===== src/rtl/pipe_hazard_controller.sv =====
// Hazard/stall control for the F/D/E/M/W pipe: load-use, branch flush,
// memory wait with watchdog fault, E-stage forwarding, stall counter.
module pipe_hazard_controller #(
    parameter int MAX_WAIT = 256
) (
    input  logic        clock,
    input  logic        async_reset,
    input  logic [5:0]  r1_D,
    input  logic [5:0]  r2_D,
    input  logic [5:0]  r1_E,
    input  logic [5:0]  r2_E,
    input  logic [5:0]  rd_E,
    input  logic [5:0]  rd_M,
    input  logic [5:0]  rd_W,
    input  logic        write_scalar_reg_E,
    input  logic        write_scalar_reg_M,
    input  logic        write_scalar_reg_W,
    input  logic        write_vector_reg_E,
    input  logic        write_vector_reg_M,
    input  logic        write_vector_reg_W,
    input  logic [1:0]  result_source_E,
    input  logic        branch_taken_E,
    input  logic        memory_transaction_M,
    input  logic        mem_ready,
    output logic        enable_F,
    output logic        enable_D,
    output logic        enable_E,
    output logic        enable_M,
    output logic        enable_W,
    output logic        flush_D_n,
    output logic        flush_E_n,
    output logic [1:0]  forward_0_E,
    output logic [1:0]  forward_1_E,
    output logic        mem_valid,
    output logic        mem_error,
    output logic [31:0] stall_cycles
);

    localparam int CW = $clog2(MAX_WAIT) + 1;
    localparam logic [CW-1:0] LAST = CW'(MAX_WAIT - 1);

    localparam logic [1:0] RUN      = 2'd0;
    localparam logic [1:0] MEM_WAIT = 2'd1;
    localparam logic [1:0] FAULT    = 2'd2;

    logic [1:0]    state;
    logic [1:0]    state_next;
    logic [CW-1:0] wait_count;
    logic [CW-1:0] wait_next;
    logic          mem_stall;
    logic          load_use;
    logic          halt;

    // Scalar x0 never matches; vector v0 (id 32) is a real register.
    function automatic logic hit(
        input logic [5:0] p,
        input logic [5:0] c,
        input logic       ws,
        input logic       wv
    );
        return (p == c) && (p[5] ? wv : ((p[4:0] != 5'd0) && ws));
    endfunction

    always_comb begin
        forward_0_E = 2'b00;
        if (hit(rd_M, r1_E, write_scalar_reg_M, write_vector_reg_M))
            forward_0_E = 2'b10;
        else if (hit(rd_W, r1_E, write_scalar_reg_W, write_vector_reg_W))
            forward_0_E = 2'b01;
    end

    always_comb begin
        forward_1_E = 2'b00;
        if (hit(rd_M, r2_E, write_scalar_reg_M, write_vector_reg_M))
            forward_1_E = 2'b10;
        else if (hit(rd_W, r2_E, write_scalar_reg_W, write_vector_reg_W))
            forward_1_E = 2'b01;
    end

    assign load_use = (result_source_E == 2'b01) &&
        (hit(rd_E, r1_D, write_scalar_reg_E, write_vector_reg_E) ||
         hit(rd_E, r2_D, write_scalar_reg_E, write_vector_reg_E));

    assign mem_stall = memory_transaction_M && !mem_ready;
    assign halt      = (state == FAULT) || mem_stall;
    assign mem_valid = memory_transaction_M && (state != FAULT);

    always_comb begin
        enable_F  = 1'b1;
        enable_D  = 1'b1;
        enable_E  = 1'b1;
        enable_M  = 1'b1;
        enable_W  = 1'b1;
        flush_D_n = 1'b1;
        flush_E_n = 1'b1;
        priority case (1'b1)
            halt: begin
                enable_F = 1'b0;
                enable_D = 1'b0;
                enable_E = 1'b0;
                enable_M = 1'b0;
                enable_W = 1'b0;
            end
            branch_taken_E: begin
                flush_D_n = 1'b0;
                flush_E_n = 1'b0;
            end
            load_use: begin
                enable_F  = 1'b0;
                enable_D  = 1'b0;
                flush_E_n = 1'b0;
            end
            default: ;
        endcase
    end

    always_comb begin
        state_next = state;
        wait_next  = wait_count;
        unique case (state)
            RUN: begin
                if (mem_stall) begin
                    state_next = MEM_WAIT;
                    wait_next  = CW'(1);
                end
            end
            MEM_WAIT: begin
                if (!mem_stall) begin
                    state_next = RUN;
                    wait_next  = '0;
                end else if (wait_count == LAST) begin
                    state_next = FAULT;
                end else begin
                    wait_next = wait_count + CW'(1);
                end
            end
            FAULT: state_next = FAULT;
            default: begin
                state_next = RUN;
                wait_next  = '0;
            end
        endcase
    end

    always_ff @(posedge clock or negedge async_reset) begin
        if (!async_reset) begin
            state        <= RUN;
            wait_count   <= '0;
            mem_error    <= 1'b0;
            stall_cycles <= '0;
        end else begin
            state      <= state_next;
            wait_count <= wait_next;
            if (state_next == FAULT)
                mem_error <= 1'b1;
            if (!enable_F && (stall_cycles != 32'hFFFF_FFFF))
                stall_cycles <= stall_cycles + 32'd1;
        end
    end

endmodule


===== config.mk =====
export PLATFORM = sky130hd
export DESIGN_NAME = pipe_hazard_controller
export DESIGN_NICKNAME = d
export VERILOG_FILES = /design/src/rtl/pipe_hazard_controller.sv
export SDC_FILE = /design/constraint.sdc
export NUM_CORES = 1
export LEC_CHECK = 0
export ABC_AREA = 1
export ABC_CLOCK_PERIOD_IN_PS = 3200
export BUFFER_PORTS_ARGS = -buffer_cell sky130_fd_sc_hd__buf_2
export CAP_MARGIN = 20
export CORE_MARGIN = 3
export CORE_UTILIZATION = 57
export CTS_CLUSTER_SIZE = 14
export DETAILED_ROUTE_END_ITERATION = 6
export PLACE_DENSITY = 0.95
export SYNTH_ARGS = -nofsm -noshare
export SYNTH_HDL_FRONTEND = slang
export SYNTH_SLANG_ARGS = --single-unit

===== constraint.sdc =====
create_clock -name clock -period 3.2 [get_ports clock]
set_input_delay 0.48 -clock clock [delete_from_list [all_inputs] [get_ports clock]]
set_output_delay 0.48 -clock clock [all_outputs]
set_load 0.02 [all_outputs]

==> results of run 1 <==
## per-stage QoR
stage                     setup slack [ps]  power (µW)  utilization [%]  instance area (µm²)
after detailed placement               770         929             70.2                 4010
after global routing                   293        1430             72.5                 4140
after global placement                 906         913             70.2                 4010
after floorplan                       1030         812                -                 3490
after CTS                              743        1360             72.1                 4120
final                                  708        1360             72.5                 4140
## logic make-up after synthesis
kind of cell             after synthesis  share of synthesized area (%)
XOR/XNOR                              26                           6.52
adder cells (fa/ha/maj)                3                           1.07
buffers and inverters                 89                           10.7
flip-flops                            44                           31.5
AO/OA/AOI/OAI                         27                           4.55
AND/OR/NAND/NOR                      375                           45.6
## layout make-up
| type | count | area [µm²] | area share (%) |
|---|---|---|---|
| Clock inverter | 3 | 42.5 | 1.03 |
| Tap cell | 72 | 90.1 | 2.18 |
| Sequential cell | 44 | 1100 | 26.6 |
| Multi-Input combinational cell | 431 | 2020 | 48.7 |
| Clock buffer | 5 | 68.8 | 1.66 |
| Inverter | 77 | 289 | 6.98 |
| Timing Repair Buffer | 102 | 531 | 12.8 |
## power by group
group | internal [µW] | leakage, µW | switching [µW] | total [µW]
logic | 110 | 0.00165 | 185 | 295
registers | 583 | 0.000606 | 44.7 | 628
clock network | 231 | 0.0000541 | 206 | 437
total | 924 | 0.00231 | 435 | 1360
## worst paths after layout
kind / from / to / slack, ps / cells after the start
worst max register to register: wait_count[1] / wait_count[3] / 710 / 13
min in group clock: mem_error / mem_error / 490 / 1
worst min register to register: mem_error / mem_error / 490 / 1
worst max-delay path: wait_count[1] / wait_count[3] / 710 / 13
max in group asynchronous: async_reset / wait_count[2] / 2610 / 2
worst min-delay path: async_reset / stall_cycles[1] / 90 / 1
## worst register-to-register path, delay by kind of cell (launching register included)
| family | cells | cell delay [ps] |
|---|---|---|
| compound gates | 2 | 300 |
| fa+ha+maj | 2 | 370 |
| buf+inv | 1 | 200 |
| flops | 1 | 390 |
| simple gates | 8 | 1170 |
## sequential cells by signal, summed over array words and instances, names as in the netlist
register / count
stall_cycles: 32
state: 2
wait_count: 9
mem_error: 1
## layout by cell type, fill, tap and decap left out, drive strengths merged
| cell | instances |
|---|---|
| dfrtp | 44 |
| nor4 | 3 |
| nand3 | 52 |
| nand3b | 6 |
| or2 | 1 |
| a21oi | 8 |
| nor3 | 23 |
| nor2 | 73 |
| o21ai | 7 |
| a211oi | 1 |
| a31oi | 1 |
| a21o | 1 |
| bufinv | 1 |
| o211ai | 1 |
| a22oi | 2 |
| nand2 | 208 |
| o31ai | 1 |
| ha | 3 |
| clkinvlp | 1 |
| o22ai | 4 |
| inv | 77 |
| buf | 102 |
| nand4 | 8 |
| clkinv | 1 |
| nor3b | 1 |
| xnor2 | 9 |
| o21a | 1 |
| xor2 | 17 |
| clkbuf | 5 |
## layer usage
metal  vias up  routed length (µm)  GRT usage (%)
li1       1950                   -              -
met1      1817                3850           34.1
met2       186                4870           49.1
met3        21                 719           4.42
met4         0                 206           9.50
met5         -                   0              0
==> flow_metrics.py, run 1 <==
metrics = {
    "cells_and_area": {
        "diodes": 0,
        "nets": 719,
        "final_cells": 734,
        "drive_gt1_share_pct": 18.0,
        "n_fill_cell": 470,
        "areaGrowthSynthToFinish_pct": 18.5,
    },
    "critical_path": {
        "critPathSlowestCell": "dfrtp_1",
        "cp_data_required_time_ps": 3440,
        "cp_num_buf_inv": 1,
        "path_delay_family": "simple AND/OR/NAND/NOR gates",
        "cpPeakStageDelay_ps": 390,
        "cp-start-kind": "flop",
        "crit_fanout": 8,
        "cp-end-kind": "flop",
        "worstPathArrival_ps": 2730,
        "crit_top_cell": "nand2_1",
        "path_cells": "ha_1, nand2_1, nor4_1, nand2_1, nor2_1, ha_1, nand2_1, nand3_1, nand2_1, inv_1, nor2_1, a21oi_1, o21a_1",
        "critPathKind": "reg -> reg",
    },
    "logic_synthesis": {
        "synth_ff_type": "dfrtp_1",
        "yosys-top-cells-count": "nand2_1, inv_1, nor2_1",
        "syn_nets": 622,
        "yosysUniqueCellTypes": 32,
        "yosys_register_bits": 44,
        "syn_area_per_cell_um2": 6.19,
        "yosysWarnings": 0,
        "yosysMostFrequentCell": "nand2_1",
        "yosysSeqAreaShare_pct": 31.5,
        "synth_edf_count": 0,
        "synth_cells": 564,
        "synth_top_area_share_pct": 31.5,
        "async_reset_ff_share_pct": 100,
        "synth_area_um2": 3490,
        "yosysTopAreaCell": "dfrtp_1",
        "synthTopCellsByArea": "dfrtp_1, nand2_1, inv_1",
    },
    "global_route": {
        "overflow": 0,
        "grt_pass1_wl_um": 16500,
        "grt_use_total_pct": 27.7,
        "grt_pass1_vias": 3719,
        "antenna_found_initial": 0,
        "grt_start_max_net_pins": 45,
    },
    "placement": {
        "routabilityCongestion": 0.966,
        "numPortBuffers": 99,
        "place_hpwl_um": 7590,
        "placed_cells": 725,
    },
    "sta": {
        "fmax_ghz": 0.401,
        "hold_slack_ps": 94.2,
        "relSlewSlack_pct": 59.4,
        "finalClockSkew_ps": 8.84,
        "maxSlewViolCount": 0,
        "fin_setup_tns_ps": 0,
        "finalSetupViolCount": 0,
        "fin_crit_ps": 2490,
        "tightestPinTransition_ps": 605,
        "finalCritPeriodShare_pct": 77.9,
        "hold_violations": 0,
        "rsz0062_at_grt": "no",
    },
    "pwr": {
        "power.leakage_uw": 0.00231,
        "vdd_drop_max_uv": 286,
        "p_per_area_nw_per_um2": 328,
    },
    "detailed_routing": {
        "drc": 0,
        "wirelength_um": 9650,
        "wire_per_inst_um": 13.1,
        "ant_nets": 0,
        "vias_per_cell": 5.41,
        "drt_pass1_iterations": 5,
        "vias": 3974,
        "drt_iter0_drc": 334,
    },
    "floorplanning": {
        "initial_core_util_pct": 61.2,
        "die_y_um": 84.3,
        "row_count": 27,
        "dieWidth_um": 84.3,
        "die-area_um2": 7100,
        "core-area_um2": 5710,
        "io_pins": 100,
    },
    "clocking": {
        "htreeDepth": 2,
        "tritoncts": "yes",
        "clk_pin_slew_ps": 90,
        "cts_resized": 0,
        "cts_buffers": 5,
        "cts_root_buffer": "clkbuf_8",
        "clkLatencyLatePin_ps": 310,
        "cts.sinks": 44,
        "post_cts_buffers": 0,
        "clockBufferDepth": 2,
        "cts_hold_buf": 0,
    },
    "worst_hold_path": {
        "hold_class": "in -> async",
    },
    "job": {
        "cap_violations": 0,
    },
    "outcome": {
        "outcome": "complete, no violations",
    },
}
(Power assumes the default switching activity.)
==> inputs of run 2 (changes only) <==
ABC_AREA = 0   (was 1)
ABC_CLOCK_PERIOD_IN_PS = 2400   (was 3200)
CORE_UTILIZATION = 50   (was 57)
PLACE_DENSITY = 0.92   (was 0.95)
clock period = 2.4 ns   (was 3.2 ns; I/O delays follow)
==> run 2 against run 1 <==
Setup slack got worse by 510 ps. Register-to-register slack got worse by 510 ps. Die area decreased by 8.2%. Sequential share of layout area increased by 5.2 points. Combinational power decreased by 49%. Routed wire length decreased by 30%. Critical path type unchanged. Largest cell class unchanged.
==> flow_metrics.py, run 2 <==
metrics = {
    "sta": {
        "fin_setup_tns_ps": 0,
        "finalSetupViolCount": 0,
        "finalClockSkew_ps": 6.43,
        "hold_violations": 0,
        "rsz0062_at_grt": "no",
        "relSlewSlack_pct": 38.0,
        "setup_ws_ps": 195,
        "tightestPinTransition_ps": 930,
        "fin_crit_ps": 2200,
        "fmax_ghz": 0.454,
        "maxSlewViolCount": 0,
        "finalCritPeriodShare_pct": 91.9,
    },
    "pwr": {
        "seqPwrFrac_pct": 54.0,
        "power.leakage_uw": 0.00150,
        "power_frac_clock_pct": 35.1,
        "power.internal_uw": 1050,
        "switching_share_pct": 23.6,
        "p_per_area_nw_per_um2": 396,
        "p_sw_uw": 323,
        "vdd_drop_max_uv": 242,
        "power_frac_comb_pct": 10.9,
        "p_total_uw": 1370,
    },
    "logic_synthesis": {
        "yosys-top-cells-count": "dfrtp_1, xor2_1, xnor2_1",
        "synth_ff_type": "dfrtp_1",
        "syn_area_per_cell_um2": 9.47,
        "yosysMostFrequentCell": "dfrtp_1",
        "synthTopCellsByArea": "dfrtp_1, xor2_1, xnor2_1",
        "yosysTopAreaCell": "dfrtp_1",
        "yosysWarnings": 0,
        "yosys_register_bits": 44,
        "synth_cells": 295,
        "syn_nets": 353,
        "synth_area_um2": 2790,
        "yosysSeqAreaShare_pct": 39.4,
        "synth_edf_count": 0,
        "yosysUniqueCellTypes": 43,
        "async_reset_ff_share_pct": 100,
        "synth_top_area_share_pct": 39.4,
    },
    "outcome": {
        "outcome": "complete, no violations",
    },
    "clocking": {
        "clockBufferDepth": 2,
        "clkLatencyLatePin_ps": 300,
        "cts.sinks": 44,
        "htreeDepth": 2,
        "tritoncts": "yes",
        "clk_pin_slew_ps": 80,
        "cts_hold_buf": 0,
        "cts_buffers": 5,
        "cts_root_buffer": "clkbuf_8",
    },
    "detailed_routing": {
        "drt_iter0_drc": 143,
        "vias_per_cell": 5.37,
        "vias": 2526,
        "drt_pass1_iterations": 4,
        "ant_nets": 0,
        "wire_per_inst_um": 14.3,
        "drc": 0,
        "wirelength_um": 6740,
    },
    "floorplanning": {
        "initial_core_util_pct": 53.3,
        "die_y_um": 80.7,
        "io_pins": 100,
        "die-area_um2": 6520,
        "dieWidth_um": 80.7,
        "row_count": 26,
        "core-area_um2": 5240,
    },
    "placement": {
        "post-place-ws_ps": 179,
        "post_dp_cell_area_um2": 3370,
        "placed_cells": 462,
        "place_hpwl_um": 5420,
        "numPortBuffers": 99,
        "routabilityCongestion": 0.888,
    },
    "critical_path": {
        "r2r-start": "wait_count[0]",
        "r2r.worst_path.cells": 9,
        "r2r-end": "wait_count[2]",
        "cp-start-kind": "flop",
        "rrSetupSlack_ps": 200,
        "crit_fanout": 5,
        "startpoint": "wait_count[0]",
        "worstPathArrival_ps": 2410,
        "cp_data_required_time_ps": 2610,
        "critPathKind": "reg -> reg",
        "cp-end-kind": "flop",
    },
    "global_route": {
        "antenna_found_initial": 0,
        "grt_start_max_net_pins": 45,
        "grt_pass1_vias": 2510,
        "grt_use_total_pct": 21.7,
        "overflow": 0,
        "grt_pass1_wl_um": 11100,
    },
    "cells_and_area": {
        "top_register": "stall_cycles",
        "fin_area_um2": 3460,
        "diodes": 0,
        "mostFrequentLayoutCell": "buf_2",
        "areaGrowthSynthToFinish_pct": 23.9,
        "drive_gt1_share_pct": 32.0,
        "final_cells": 470,
        "nets": 457,
        "final_cell_mix": "buf_2, dfrtp_1, xor2_1",
        "reg_top3": "stall_cycles (32), wait_count (9), state (2)",
        "largest_reg_flops": 32,
    },
    "job": {
        "cap_violations": 0,
    },
    "worst_hold_path": {
        "hold_class": "in -> async",
    },
}
-- run 2: cell count changes in the layout (fill, tap and decap cells not counted), sizes merged, moves of 17 or more --
cell and delta:
xor2 +24, nand3 -36, nand2 -183, xnor2 +17, nor2 -61, inv -69
-- run 2: power groups by stage --
| stage | logic [µW] | clock network [µW] | registers [µW] |
|---|---|---|---|
| global placement | 147 | 0 | 755 |
| global route | 167 | 525 | 741 |
| detailed placement | 152 | 0 | 755 |
| finish | 150 | 481 | 741 |
| CTS | 152 | 491 | 741 |
| floorplan | 64.0 | 0 | 756 |
-- run 2: critical path, stage by stage, from the launching register on --
cell and delay [ps]:
dfrtp_1 410, ha_1 240, and3_1 210, and3_1 210
and3_1 200, ha_1 190, nand3_1 110, buf_4 130
nand3_1 170, o21ai_0 240
-- run 2: per-stage QoR --
stage,hold WS [ps],utilization (%)
global placement,451,64.3
global route,280,66.1
detailed placement,459,64.3
floorplan,64.4,-
CTS,233,66.1
finish,192,66.1
-- run 2: layer usage --
layer | vias up | GRT usage, % | share of wire (%)
li1 | 1238 | - | -
met1 | 1177 | 25.5 | 40
met2 | 101 | 39.4 | 52
met3 | 10 | 4.77 | 6.8
met4 | 0 | 6.59 | 1.5
met5 | - | 0 | 0
-- run 2: repair_timing --
item | in CTS | in global routing
hold endpoints to repair | 0 | 0
setup endpoints to repair | 0 | 1
setup buffers | 0 | 0
gates resized for setup | 0 | 1
-- run 2: logic make-up after synthesis --
kind of cell    synth area share (%)
compound gates                  6.27
fa+ha+maj                       1.34
mux                            0.941
simple gates                    27.2
buf+inv                         3.85
xor+xnor                        21.0
flops                           39.4
-- run 2: worst max path at each step --
stage | to
floorplan | forward_1_E[0]
global placement | forward_1_E[0]
detailed placement | wait_count[3]
CTS | wait_count[3]
global route | wait_count[5]
finish | wait_count[2]
-- run 2: layout make-up --
cell class | instances | area (µm²)
Clock buffer | 7 | 86.3
Multi-Input combinational cell | 232 | 1580
Fill cell | 410 | 1780
Tap cell | 70 | 87.6
Timing Repair Buffer | 108 | 563
Inverter | 8 | 30.0
Sequential cell | 44 | 1100
Clock inverter | 1 | 7.51
==> inputs of run 3 (changes only) <==
==> constraint.sdc (replaced) <==
create_clock -name clock -period 2.4 [get_ports clock]
set_input_delay 0 -clock clock [delete_from_list [all_inputs] [get_ports clock]]
set_output_delay 0 -clock clock [all_outputs]
set_load 0.02 [all_outputs]
==> run 3 against run 2 <==
Via count increased by 2.4%. Setup slack worse by 100 ps. Clock-buffer cell count is 1 lower. Register-to-register slack got worse by 100 ps. Global-route usage decreased by 0.15 points. Die area did not move. Critical path depth down 1. Fmax is 4.5% lower. Sequential cell count unchanged. Clock skew is essentially flat. Clock power increased by 16%. Critical endpoint is now wait_count[7]. Largest power group unchanged. Highest routed layer unchanged.
==> flow_metrics.py, run 3 (synthesized netlist as in run 2, its figures left out) <==
metrics = {
    "sta": {
        "tightestPinTransition_ps": 947,
        "hold_slack_ps": 19.0,
        "setup_ws_ps": 90.7,
        "relSlewSlack_pct": 36.9,
        "rsz0062_at_grt": "no",
        "fmax_ghz": 0.433,
        "finalCritPeriodShare_pct": 96.2,
        "hold_violations": 0,
        "fin_crit_ps": 2310,
        "finalClockSkew_ps": 6.13,
        "fin_setup_tns_ps": 0,
        "finalSetupViolCount": 0,
        "maxSlewViolCount": 0,
    },
    "critical_path": {
        "critPathKind": "reg -> reg",
        "crit_top_cell": "and3_1",
        "cpPeakStageDelay_ps": 420,
        "worstPathArrival_ps": 2510,
        "cp_num_buf_inv": 0,
        "cp-end-kind": "flop",
        "crit_fanout": 6,
        "path_cells": "ha_1, and3_1, and3_1, and3_1, ha_1, nand3_1, nand3_1, o31ai_1",
        "critPathSlowestCell": "dfrtp_1",
        "cp-start-kind": "flop",
        "cp_data_required_time_ps": 2600,
        "path_delay_family": "simple AND/OR/NAND/NOR gates",
    },
    "detailed_routing": {
        "wl_met3_um": 437,
        "drt_iter0_drc": 124,
        "wire_per_inst_um": 14.4,
        "met2_length_um": 3690,
        "vias": 2586,
        "drc": 0,
        "ant_nets": 0,
        "met1_length_um": 2490,
        "drt_pass1_iterations": 4,
        "wirelength_um": 6730,
        "vias_per_cell": 5.51,
        "top_layer": "met4",
    },
    "floorplanning": {
        "die_y_um": 80.7,
        "core-area_um2": 5240,
        "row_count": 26,
        "dieWidth_um": 80.7,
        "io_pins": 100,
        "die-area_um2": 6520,
        "initial_core_util_pct": 53.3,
    },
    "global_route": {
        "overflow": 0,
        "grt_pass1_wl_um": 11100,
        "antenna_found_initial": 0,
        "grt_use_total_pct": 21.5,
        "grt_start_max_net_pins": 45,
        "grt_pass1_vias": 2581,
    },
    "pwr": {
        "switching_share_pct": 22.6,
        "vdd_drop_max_uv": 232,
        "p_sw_uw": 328,
        "power.internal_uw": 1120,
        "power_frac_clock_pct": 38.4,
        "p_per_area_nw_per_um2": 417,
        "power_frac_comb_pct": 10.6,
        "seqPwrFrac_pct": 51.0,
        "power.leakage_uw": 0.00151,
    },
    "clocking": {
        "tritoncts": "yes",
        "cts_root_buffer": "clkbuf_8",
        "cts_buffers": 5,
        "clkLatencyLatePin_ps": 300,
        "cts.sinks": 44,
        "clockBufferDepth": 2,
        "clk_pin_slew_ps": 80,
        "htreeDepth": 2,
    },
    "worst_hold_path": {
        "hold_class": "in -> reg",
    },
    "outcome": {
        "outcome": "complete, no violations",
    },
    "placement": {
        "routabilityCongestion": 0.861,
        "place_hpwl_um": 5250,
        "post-place-ws_ps": 35.1,
        "numPortBuffers": 99,
    },
    "cells_and_area": {
        "reg_top3": "stall_cycles (32), wait_count (9), state (2)",
        "areaGrowthSynthToFinish_pct": 24.8,
        "mostFrequentLayoutCell": "buf_2",
        "drive_gt1_share_pct": 31.8,
        "post-route-util_pct": 66.5,
        "largest_reg_flops": 32,
        "nets": 456,
        "diodes": 0,
        "final_cell_mix": "buf_2, dfrtp_1, xor2_1",
        "top_register": "stall_cycles",
    },
    "job": {
        "cap_violations": 0,
    },
}
-- run 3: changes by cell type in the layout (fill, tap and decap cells not counted), sizes merged --
cell,previous run,this run
buf,108,106
bufinv,0,1
clkbuf,7,6
clkinv,0,1
clkinvlp,1,0
dlygate4sd3,0,1
-- run 3: worst min-delay path, delay by kind of cell --
kind	cells	cell delay [ps]
compound gates	1	70
simple gates	1	90
buf+inv	2	120
-- run 3: final timing paths --
kind | start | endpoint | slack, ps | depth (start not counted)
worst max-delay path | wait_count[0] | wait_count[7] | 90 | 8
worst min-delay path | mem_ready | state[0] | 20 | 4
worst max register to register | wait_count[0] | wait_count[7] | 90 | 8
worst min register to register | mem_error | mem_error | 480 | 1
max in group asynchronous | async_reset | stall_cycles[9] | 1430 | 2
min in group asynchronous | async_reset | stall_cycles[28] | 370 | 2
-- run 3: power by group through the flow --
stage / logic [µW] / clock network [µW] / registers, µW
after floorplan: 64.0 / 0 / 756
after global placement: 147 / 0 / 755
after detailed placement: 154 / 0 / 755
after CTS: 156 / 564 / 740
after global routing: 171 / 602 / 741
final: 154 / 558 / 741
-- run 3: area by class of cell --
cell class | count | area, µm²
sequential | 44 | 1100
clock inverter | 2 | 35.0
tap | 70 | 87.6
fill | 430 | 1750
timing repair buffer | 107 | 571
clock buffer | 6 | 72.6
multi-input combinational | 232 | 1590
inverter | 8 | 30.0
-- run 3: stage by stage --
stage | total power, µW | area [µm²] | instances
finish | 1450 | 3480 | 469
CTS | 1460 | 3480 | 469
detailed placement | 909 | 3360 | 460
global route | 1510 | 3480 | 469
floorplan | 820 | 2790 | 295
global placement | 902 | 3360 | 460
-- run 3: repair_timing --
action | 4_1_cts | 5_1_grt
endpoints found under the setup margin | 2 | 5
hold buffers | 1 | 0
endpoints found under the hold margin | 44 | 0
cloned | 0 | 0
setup buffers | 0 | 0
gates resized for setup | 1 | 3
-- run 3: per-layer routing --
layer	global-route usage, %	vias up
met1	23.8	1232
met3	3.88	11
li1	-	1245
met5	0	-
met2	41.1	98
met4	7.26	0
